## src/rtl/regfile_pkg.sv

```systemverilog
// Shared constants and types for the datapath register file.
// Latency: n/a (declarations only).
// Backpressure: n/a (declarations only).
//
// Optional feature macro used by register_file: REGFILE_BYPASS_EN.
package regfile_pkg;

   localparam int DATA_W   = 32;
   localparam int ADDR_W   = 5;
   localparam int NUM_REGS = 2 ** ADDR_W;

   typedef logic [ADDR_W-1:0] reg_addr_t;
   typedef logic [DATA_W-1:0] reg_data_t;

endpackage : regfile_pkg

```

## src/rtl/regfile_wdec.sv

```systemverilog
// One-hot write-enable decoder for the register file; entry 0 never enabled.
// Latency: purely combinational, zero cycles.
// Backpressure: none; the write port always accepts.
//
// Ports:
//   wrEn      - write request (RW)
//   wrAddr    - destination register address (RD)
//   wrOneHot  - per-register write enable, bit 0 forced low
module regfile_wdec
   import regfile_pkg::*;
(
   input  logic                wrEn,
   input  reg_addr_t           wrAddr,
   output logic [NUM_REGS-1:0] wrOneHot
);

   always_comb begin
      wrOneHot = '0;
      if (wrEn) begin
         wrOneHot[wrAddr] = 1'b1;
      end
      // Register 0 is the constant-zero register; writes to it are dropped.
      wrOneHot[0] = 1'b0;
   end

endmodule : regfile_wdec

```

## src/rtl/register_file.sv

```systemverilog
// 32x32 register file, two combinational read ports, one synchronous write port.
// Latency: reads zero cycles; writes visible after one rising Clk edge.
// Backpressure: none; a write is taken on every edge with RW=1.
//
// Ports:
//   Clk, Reset_n   - clock, asynchronous active-low reset (clears all registers)
//   RS, RT         - read addresses; dataRS, dataRT - read data
//   RD, dataRD, RW - write address, write data, write enable
// Build option: define REGFILE_BYPASS_EN to forward dataRD to a read port
// whose address matches a pending write (RD != 0) before the edge.
module register_file
   import regfile_pkg::*;
(
   input  logic      Clk,
   input  logic      Reset_n,
   output reg_data_t dataRS,
   output reg_data_t dataRT,
   input  reg_addr_t RD,
   input  reg_addr_t RS,
   input  reg_addr_t RT,
   input  reg_data_t dataRD,
   input  logic      RW
);

   reg_data_t           regs [NUM_REGS];
   logic [NUM_REGS-1:0] wrOneHot;

   regfile_wdec uWdec (
      .wrEn     (RW),
      .wrAddr   (RD),
      .wrOneHot (wrOneHot)
   );

   // Entry 0 is reset to zero and its enable is tied low by the decoder,
   // so it reads as zero through the ordinary mux without a special case.
   for (genvar i = 0; i < NUM_REGS; i++) begin : gReg
      always_ff @(posedge Clk or negedge Reset_n) begin
         if (!Reset_n) begin
            regs[i] <= '0;
         end else if (wrOneHot[i]) begin
            regs[i] <= dataRD;
         end
      end
   end

`ifdef REGFILE_BYPASS_EN
   // Forwarding is held off during reset so the read ports show zero there,
   // matching the cleared storage.
   logic fwdLive;
   assign fwdLive = Reset_n && RW && (RD != '0);

   assign dataRS = (fwdLive && (RS == RD)) ? dataRD : regs[RS];
   assign dataRT = (fwdLive && (RT == RD)) ? dataRD : regs[RT];
`else
   assign dataRS = regs[RS];
   assign dataRT = regs[RT];
`endif

endmodule : register_file

```

## config.mk

```make
export PLATFORM = sky130hd
export DESIGN_NAME = register_file
export DESIGN_NICKNAME = d
export VERILOG_FILES = /design/src/rtl/regfile_pkg.sv /design/src/rtl/regfile_wdec.sv /design/src/rtl/register_file.sv
export SDC_FILE = /design/constraint.sdc
export NUM_CORES = 2
export LEC_CHECK = 0
export CAP_MARGIN = 15
export CORE_MARGIN = 1
export CORE_UTILIZATION = 45
export DETAILED_ROUTE_END_ITERATION = 10
export HOLD_SLACK_MARGIN = 0.15
export PLACE_DENSITY = 0.59
export SLEW_MARGIN = 10
export SYNTH_ARGS = -nofsm -noshare
export SYNTH_HDL_FRONTEND = slang
export SYNTH_HIERARCHICAL = 1
export SYNTH_SLANG_ARGS = --single-unit
```

## constraint.sdc

```tcl
create_clock -name Clk -period 1.5 [get_ports Clk]
set_input_delay 0.15 -clock Clk [delete_from_list [all_inputs] [get_ports Clk]]
set_output_delay 0.15 -clock Clk [all_outputs]
set_load 0.01 [all_outputs]
```

==> impl_metrics.toml <==
[clock_tree]
cts_tree = "done"
ctsHtreeMaxLevel = 3
clock_latency_ns = 0.74
cts_buffers = 117
worst_setup_hold_path_clk_slew_ns = 0.06
numClockSinks = 1024
clock_path_buffers = 3
clk_root_buffer_cell = "sky130_fd_sc_hd__clkbuf_16"

[synth]
synth_cell_type_count = 27
syn_area_per_cell_um2 = 12.1
netlist_instances = 4636
synth-seq-cells = 1024
synthesis.area_um2 = 56100
synth_fp_nets = 4686
synth-warning-count = 6
yosysSeqAreaShare_pct = 45.7

[grt]
grt_overflow_total = 0
grt_antenna_before_repair = 7
grt_pass1_vias = 41884
grt_first_pass_wirelength_um = 283000
grt_start_max_net_pins = 68
gr-usage-all-layers_pct = 30.0

[final_layout]
final_cell_area_um2 = 69700
largest_register_ff_count = 1024
largest_registers = "regs x1024"
most-common-layout-cells = "sky130_fd_sc_hd__dfrtp_1, sky130_fd_sc_hd__mux2i_1, sky130_fd_sc_hd__mux2_2"
syn2layout_area_growth_pct = 24.4
nFillCells = 10335
final_common_cell = "sky130_fd_sc_hd__dfrtp_1"
final_layout_size_suffix_gt1_share_pct = 35.6
final_net_count = 5044
largest_register_by_flop_count = "regs"
stdcell_count = 6725

[worst_setup_path]
worstSetupStartpoint = "regs[959]"
arrival_ns = 2.19
crit_path_max_fanout = 3
rr_startpoint = "regs[946]"
crit_end_category = "output port"
setup.worst_path.start_class = "flop"
setup.worst_path.class = "reg2out"
worst_ep_required_time_ns = 1.35

[timing]
period_needed_ns = 2.34
finalCritPeriodShare_pct = 156
clock.fmax_mhz = 428
report.final.slew_viol_count = 0
timing.final.setup_violations = 64
final_hold_viol_count = 0
grt_setup_unrepaired = "yes"
fin_skew_ns = 0
post_layout_worst_setup_margin_ns = -0.838

[power_and_ir_drop]
power.static_leakage_nw = 32.7
cellPowerDensity_nw_per_um2 = 1220
max-vdd-ir-drop_mv = 1.00

[place]
port_buffers = 113
finalWeightedCongestion = 0.878
dpl-instance-area_um2 = 64600
dpl.hpwl_um = 121000
placed_cells = 6484

[run_status]
violations_in_the_final_reports = "setup timing"
run_status = "finished, violations left"

[detailed_routing]
antenna_violating_nets_post_route = 0
first_iter_violations = 3506
post_drt_via_cell_ratio = 6.07
iteration_count_of_the_initial_detailed_routing_pass = 5
route.final.wire_length_um = 190000
vias = 40818
drc_errors = 0
drt-wirelength-per-cell_um = 28.2

[worst_hold_path]
hold_path.class = "in2reg"
critical_hold_path_startpoint = "dataRD[28]"

[floorplan]
num_rows = 129
core_area_um2 = 124000
initial_core_utilization_pct = 45.3
die_area_um2 = 126000
die_w_um = 355
io_pins = 114
dieHeight_um = 355

[flow_run]
cap_viol_max_count = 0
## worst paths after layout
kind / to / cells past startpoint / slack (ns)
worst max-delay path: dataRT[31] / 7 / -0.84
worst min-delay path: regs[60] / 3 / 0.30
worst max register to register: regs[946] / 4 / 0.36
worst min register to register: regs[322] / 1 / 0.51
max in group asynchronous: regs[65] / 5 / 0.17
min in group asynchronous: regs[596] / 3 / 0.41
## power breakdown
group	internal [W]	switching, W
clock	0.0173	0.0121
combinational	0.0101	0.00841
sequential	0.0330	0.00413
## final cells by class
class | instances | area, um2 | area share (%)
Sequential cell | 1024 | 25600 | 36.7
Timing Repair Buffer | 719 | 8700 | 12.5
Clock inverter | 46 | 532 | 0.763
Multi-Input combinational cell | 3132 | 29400 | 42.2
Tap cell | 1637 | 2050 | 2.94
Clock buffer | 166 | 3400 | 4.88
Antenna cell | 1 | 2.50 | 0.00359
## routing by layer
| metal | GRT usage [%] | vias up | wire [um] |
|---|---|---|---|
| met1 | 42.4 | 21399 | 85600 |
| met4 | 11.2 | 4 | 7000 |
| met3 | 4.06 | 345 | 10600 |
| met2 | 47.0 | 1237 | 86300 |
| li1 | - | 17833 | - |
| met5 | 0 | - | 28 |
## worst max-delay path, cell delays in order, from the launching register on
cell and delay [ns]:
sky130_fd_sc_hd__dfrtp_1 0.39, sky130_fd_sc_hd__mux2i_1 0.19, sky130_fd_sc_hd__a22o_1 0.18, sky130_fd_sc_hd__nor3_1 0.04, sky130_fd_sc_hd__a31oi_1 0.20, sky130_fd_sc_hd__nand3_1 0.15
sky130_fd_sc_hd__buf_6 0.17, sky130_fd_sc_hd__buf_6 0.12
## repair_timing
action | 4_1_cts | 5_1_grt
pin swaps | 150 | 104
gates cloned | 4 | 0
resized for setup | 433 | 32
buffers inserted | 22 | 10
hold buffers | 2 | 1
hold endpoints to repair | 1024 | 34
setup endpoints to repair | 64 | 1087
## stage by stage
step,utilization [%],power [W],hold WS (ns),setup WS (ns),setup TNS (ns)
floorplan,-,0.0481,-0.146,-0.0686,-3.54
global placement,52.3,0.0547,-0.0121,-1.41,-685.19
detailed placement,52.3,0.0552,-0.0121,-1.40,-684.24
CTS,56.2,0.0852,0.248,-0.883,-278.69
global route,56.4,0.0888,0.306,-0.890,-50.97
finish,56.4,0.0851,0.297,-0.838,-46.07
## synthesized netlist by cell type (all sizes together)
cell | count | share of area (%)
a21oi | 192 | 1.7
a22o | 128 | 2.0
a22oi | 192 | 2.6
a31oi | 64 | 0.71
and2 | 2 | 0.022
buf | 265 | 2.8
clkbuf | 215 | 1.5
conb | 1 | 0.0067
dfrtp | 1024 | 46
mux2 | 1024 | 21
mux2i | 1024 | 18
nand2 | 195 | 1.3
nand2b | 6 | 0.067
nand3 | 192 | 1.7
nand4 | 1 | 0.011
nand4b | 3 | 0.047
nand4bb | 3 | 0.060
nor2 | 33 | 0.22
nor2b | 4 | 0.045
nor3 | 64 | 0.57
or2 | 3 | 0.033
or4b | 1 | 0.018
## cells by family after synthesis
kind of cell / Yosys count / synth area share (%)
AOI/OAI and AO/OA: 576 / 7.00
buffers and inverters: 480 / 4.31
DFF: 1024 / 45.7
muxes: 2048 / 38.9
other: 1 / 0.00669
and+or+nand+nor: 507 / 4.12
Note: power is estimated with default switching activity, not from simulation.
